`config.mk`:
```
export PLATFORM = sky130hd
export DESIGN_NAME = nibble_serial_adder
export DESIGN_NICKNAME = d
export VERILOG_FILES = /design/src/rtl/nibble_serial_adder_pkg.sv /design/src/rtl/nibble_serial_adder_nibble.sv /design/src/rtl/nibble_serial_adder.sv
export SDC_FILE = /design/constraint.sdc
export NUM_CORES = 1
export LEC_CHECK = 0
export BUFFER_PORTS_ARGS = -buffer_cell sky130_fd_sc_hd__clkbuf_2
export CORE_MARGIN = 10
export CORE_UTILIZATION = 55
export DETAILED_ROUTE_END_ITERATION = 6
export MAX_ROUTING_LAYER = met4
export PLACE_DENSITY = 0.83
export SYNTH_ARGS = -nofsm -noshare
export SYNTH_HDL_FRONTEND = slang
export SYNTH_SLANG_ARGS = --single-unit
```
`constraint.sdc`:
```
create_clock -name clk -period 8.8 [get_ports clk]
set_input_delay 2.2 -clock clk [delete_from_list [all_inputs] [get_ports clk]]
set_output_delay 2.2 -clock clk [all_outputs]
set_load 0.05 [all_outputs]
```
`src/rtl/nibble_serial_adder_pkg.sv`:
```
`default_nettype none
// ============================================================================
// Module      : nibble_serial_adder_pkg
// Description : Shared types and constants for the nibble-serial adder.
// Revision    : 1.0 - initial release
// ============================================================================
package nibble_serial_adder_pkg;

  // Slice width handled by the combinational nibble adder
  localparam int NIB_W = 4;

  // Controller states
  typedef enum logic [1:0] {
    IDLE = 2'd0,
    ADD  = 2'd1,
    DONE = 2'd2
  } state_t;

endpackage : nibble_serial_adder_pkg
`default_nettype wire

```
`src/rtl/nibble_serial_adder_nibble.sv`:
```
`default_nettype none
// ============================================================================
// Module      : nibble_adder
// Description : Combinational 4-bit ripple-carry adder built from full-adder
//               cells. Exports the carry into bit 3 so the parent can form
//               signed overflow for the most significant slice.
// Revision    : 1.0 - initial release
// ============================================================================
module nibble_adder
  import nibble_serial_adder_pkg::*;
(
  input  logic [NIB_W-1:0] i_a,
  input  logic [NIB_W-1:0] i_b,
  input  logic             i_cin,
  output logic [NIB_W-1:0] o_sum,
  output logic             o_cout,
  output logic             o_c3
);

  // w_c[k] is the carry into bit k; w_c[NIB_W] is the carry out
  logic [NIB_W:0] w_c;

  assign w_c[0] = i_cin;

  for (genvar k = 0; k < NIB_W; k++) begin : g_fa
    // One full-adder cell per bit
    assign o_sum[k]  = i_a[k] ^ i_b[k] ^ w_c[k];
    assign w_c[k+1]  = (i_a[k] & i_b[k]) | (w_c[k] & (i_a[k] ^ i_b[k]));
  end

  assign o_cout = w_c[NIB_W];
  assign o_c3   = w_c[NIB_W-1];

endmodule : nibble_adder
`default_nettype wire

```
`src/rtl/nibble_serial_adder.sv`:
```
`default_nettype none
// ============================================================================
// Module      : nibble_serial_adder
// Description : WIDTH-bit adder that reuses one 4-bit nibble adder over
//               WIDTH/4 cycles, LSB slice first, with valid/ready handshakes
//               on both the operand and the result side.
// Revision    : 1.0 - initial release
// ============================================================================
module nibble_serial_adder
  import nibble_serial_adder_pkg::*;
#(
  parameter int WIDTH = 16
) (
  input  logic             clk,
  input  logic             rst,
  input  logic             in_valid,
  output logic             in_ready,
  input  logic [WIDTH-1:0] a,
  input  logic [WIDTH-1:0] b,
  input  logic             cin,
  output logic             out_valid,
  input  logic             out_ready,
  output logic [WIDTH-1:0] sum,
  output logic             cout,
  output logic             ovf
);

  localparam int NIBBLES = WIDTH / NIB_W;
  localparam int IDX_W   = (NIBBLES > 1) ? $clog2(NIBBLES) : 1;
  localparam logic [IDX_W-1:0] LAST_IDX = IDX_W'(NIBBLES - 1);

  state_t             r_state;
  logic [IDX_W-1:0]   r_idx;
  logic               r_carry;
  logic [WIDTH-1:0]   r_a;
  logic [WIDTH-1:0]   r_b;
  logic [WIDTH-1:0]   r_sum;
  logic               r_cout;
  logic               r_ovf;
  logic               r_out_valid;

  logic [NIB_W-1:0]   w_nib_a;
  logic [NIB_W-1:0]   w_nib_b;
  logic [NIB_W-1:0]   w_nib_sum;
  logic               w_nib_cout;
  logic               w_nib_c3;

  // Current slice of each operand, selected by the slice index
  assign w_nib_a = r_a[r_idx*NIB_W +: NIB_W];
  assign w_nib_b = r_b[r_idx*NIB_W +: NIB_W];

  nibble_adder u_nibble_adder (
    .i_a    (w_nib_a),
    .i_b    (w_nib_b),
    .i_cin  (r_carry),
    .o_sum  (w_nib_sum),
    .o_cout (w_nib_cout),
    .o_c3   (w_nib_c3)
  );

  // Controller, slice sequencing and result registers
  always_ff @(posedge clk or posedge rst) begin
    if (rst) begin
      r_state     <= IDLE;
      r_idx       <= '0;
      r_carry     <= 1'b0;
      r_a         <= '0;
      r_b         <= '0;
      r_sum       <= '0;
      r_cout      <= 1'b0;
      r_ovf       <= 1'b0;
      r_out_valid <= 1'b0;
    end else begin
      case (r_state)
        IDLE: begin
          if (in_valid) begin
            r_a     <= a;
            r_b     <= b;
            r_carry <= cin;
            r_idx   <= '0;
            r_state <= ADD;
          end
        end
        ADD: begin
          r_sum[r_idx*NIB_W +: NIB_W] <= w_nib_sum;
          r_carry                     <= w_nib_cout;
          r_idx                       <= r_idx + IDX_W'(1);
          if (r_idx == LAST_IDX) begin
            // Signed overflow: carry into the sign bit differs from carry out
            r_cout      <= w_nib_cout;
            r_ovf       <= w_nib_c3 ^ w_nib_cout;
            r_out_valid <= 1'b1;
            r_state     <= DONE;
          end
        end
        DONE: begin
          if (out_ready) begin
            r_out_valid <= 1'b0;
            r_state     <= IDLE;
          end
        end
        default: begin
          r_out_valid <= 1'b0;
          r_state     <= IDLE;
        end
      endcase
    end
  end

  // in_ready is a pure decode of the state register
  assign in_ready  = (r_state == IDLE);
  assign out_valid = r_out_valid;
  assign sum       = r_sum;
  assign cout      = r_cout;
  assign ovf       = r_ovf;

endmodule : nibble_serial_adder
`default_nettype wire
```
==> metrics.cfg <==
[pwr]
p_leak_uw=0.00148
vdd_ir_drop_max_mv=0.233
pwr_density_cell_nw_per_um2=443
finalPower_uw=1390

[clock_network]
cts_tree=yes
clk_latency_ps=300
cts-htree-levels=2
cts_buffer_depth=2
root_buffer=clkbuf_8
post-cts-setup-buffer-count=0
clock-sinks=56
cts_hold_buf=0
cts.repair.resized=0
cts_buffers=5
cts.clk_slew.worst_paths_ps=90

[timing]
rsz0062_at_grt=false
setup_viol=0
hold_viol=0
slew_headroom_pct=53.5
clock.fmax_mhz=285
fin_crit_ps=3500
fin_crit_sh_pct=39.8
fin_setup_tns_ps=0
slew_viol_final=0
finClkSkew_ps=5.06
worst_pin_slew_ps=698

[drt]
wl_per_cell_um=16.9
routed-via-count=1650
drtIter0Drc=84
viasPerCell=5.37
firstDrtPassIters=4
drc_errors=0
antenna_left=0
drt-total-wl_um=5170

[global_routing]
overflow=0
grt_pass1_wl_um=8820
grt_max_degree=57
grt_use_total_pct=13.3
grt_pass1_vias=1839
antenna_found_initial=0

[floorplan]
ios=57
rows=25
core_area_um2=4790
start_util_pct=57.3
die_area_um2=8210
die-width_um=90.6
die_h_um=90.6

[critical_path]
path_buf_inv=1
crit_path_top_delay_cell=dfrtp_1
worst-setup-path-type=reg2out
cp.required_ps=6600
startpoint_type=flop
max_stage_delay_ps=560
crit_path_end_kind=primary output
critPathMaxFanout=15
worstPathArrival_ps=1300
path_delay_family=flip-flops
cp_cell_sequence=nor2_1 > clkbuf_2

[synth]
syn_nets=231
synth_cell_types=29
ys_seq_area_share_pct=51.1
syn_inst=184
syn-cell-area_um2=2740
ys_ff_latch=56
ys_warn_count=0
syn-mean-instance-area_um2=14.9

[layout]
antenna_cells=0
fillers=360
drive_gt1_share_pct=51.2
fin_nets=286
mostFrequentLayoutCells=dfrtp_1 (56), clkbuf_2 (56), mux2_2 (45), inv_1 (10), mux4_2 (8)
area_growth_pct=14.2

[job]
maxCapViolCount=0

[worst_hold_path]
hold_path.class=reg2reg

[placement]
numPortBuffers=56
globalplace.congestion=0.757
hpwlAfterDp_um=3880

[outcome]
status=completed

==> path summary, 6_finish.rpt <==
check                           startpoint        to  slack (ps)  cells past startpoint
worst max-delay path            r_state[0]  in_ready        5300                      2
worst min-delay path               r_a[11]   r_a[11]         490                      1
worst max register to register    r_idx[1]    sum[3]        5490                      9
worst min register to register     r_a[11]   r_a[11]         490                      1
max in group asynchronous              rst   r_a[12]        6270                      3
min in group asynchronous              rst    sum[4]        2060                      3
==> flip-flops by register name, indices dropped and copies added (netlist names) <==
| name | cells |
|---|---|
| out_valid | 1 |
| ovf | 1 |
| r_idx | 2 |
| r_carry | 1 |
| r_b | 16 |
| r_a | 16 |
| r_state | 2 |
| cout | 1 |
| sum | 16 |
==> cell families after synthesis <==
group	after synthesis	share of synthesized area, %
buffers and inverters	22	4.74
adders and majority gates	10	5.66
AOI/OAI and AO/OA	11	3.33
xor gates and xnor gates	1	0.319
muxes	55	25.9
and+or+nand+nor	29	8.99
DFF	56	51.1
==> cell type report <==
| cell class | count | area [µm²] | area share [%] |
|---|---|---|---|
| clock inverter | 2 | 10.0 | 0.319 |
| multi-input combinational | 106 | 1210 | 38.7 |
| sequential | 56 | 1400 | 44.7 |
| clock buffer | 6 | 82.6 | 2.64 |
| tap | 67 | 83.8 | 2.68 |
| inverter | 11 | 41.3 | 1.32 |
| timing repair buffer | 59 | 303 | 9.66 |
==> through the flow <==
stage / cell area, µm² / setup WS (ps) / cells / hold slack, ps / util [%]
after detailed placement: 3040 / 5410 / 299 / 474 / 63.5
after floorplan: 2740 / 5230 / 184 / 452 / -
after global placement: 3040 / 5430 / 299 / 465 / 63.5
after global routing: 3130 / 5210 / 307 / 508 / 65.5
final: 3130 / 5300 / 307 / 494 / 65.5
after CTS: 3130 / 5290 / 307 / 496 / 65.5
==> worst reg2reg max path, cell delays in order (launching register included) <==
cell	delay, ps
dfrtp_1	730
mux4_2	590
fa_1	370
inv_1	70
fa_1	170
fa_1	200
inv_1	60
fa_1	550
nor4bb_1	310
mux2_2	200
==> report_power, final <==
part	leakage [µW]	internal (µW)	switching [µW]
clock network	0.0000510	62.9	77.0
logic	0.000734	362	418
registers	0.000691	377	91.1
==> synthesized netlist by cell type <==
| cell | count | area share, % |
|---|---|---|
| dfrtp_1 | 56 | 51 |
| mux2_2 | 45 | 18 |
| inv_1 | 11 | 1.5 |
| mux4_2 | 8 | 6.6 |
| ha_1 | 6 | 2.7 |
| nor4bb_1 | 6 | 2.2 |
| buf_2 | 5 | 0.91 |
| buf_6 | 5 | 2.1 |
| nor4b_1 | 5 | 1.6 |
| a32o_1 | 4 | 1.5 |
| fa_1 | 4 | 2.9 |
| nand3b_1 | 3 | 0.82 |
| nor2b_1 | 3 | 0.68 |
| a22o_1 | 2 | 0.64 |
| and2_1 | 2 | 0.46 |
| and3b_1 | 2 | 0.64 |
| and4b_1 | 2 | 0.73 |
| mux2_1 | 2 | 0.82 |
| nand2b_1 | 2 | 0.46 |
| nor2_1 | 2 | 0.27 |
| a21oi_1 | 1 | 0.18 |
| a221oi_1 | 1 | 0.32 |
| buf_4 | 1 | 0.27 |
| nor3b_2 | 1 | 0.46 |
| nor3b_4 | 1 | 0.68 |
| o21ai_0 | 1 | 0.18 |
| o21bai_1 | 1 | 0.27 |
| o31ai_1 | 1 | 0.27 |
| xnor2_1 | 1 | 0.32 |
==> routing by layer <==
metal	vias to the layer above	GRT usage [%]	routed length, µm
li1	775	-	-
met1	836	15.3	2290
met2	34	22.7	2600
met3	5	3.08	225
met4	0	3.98	56
met5	-	-	0
Power figures use the tool's default switching activity.
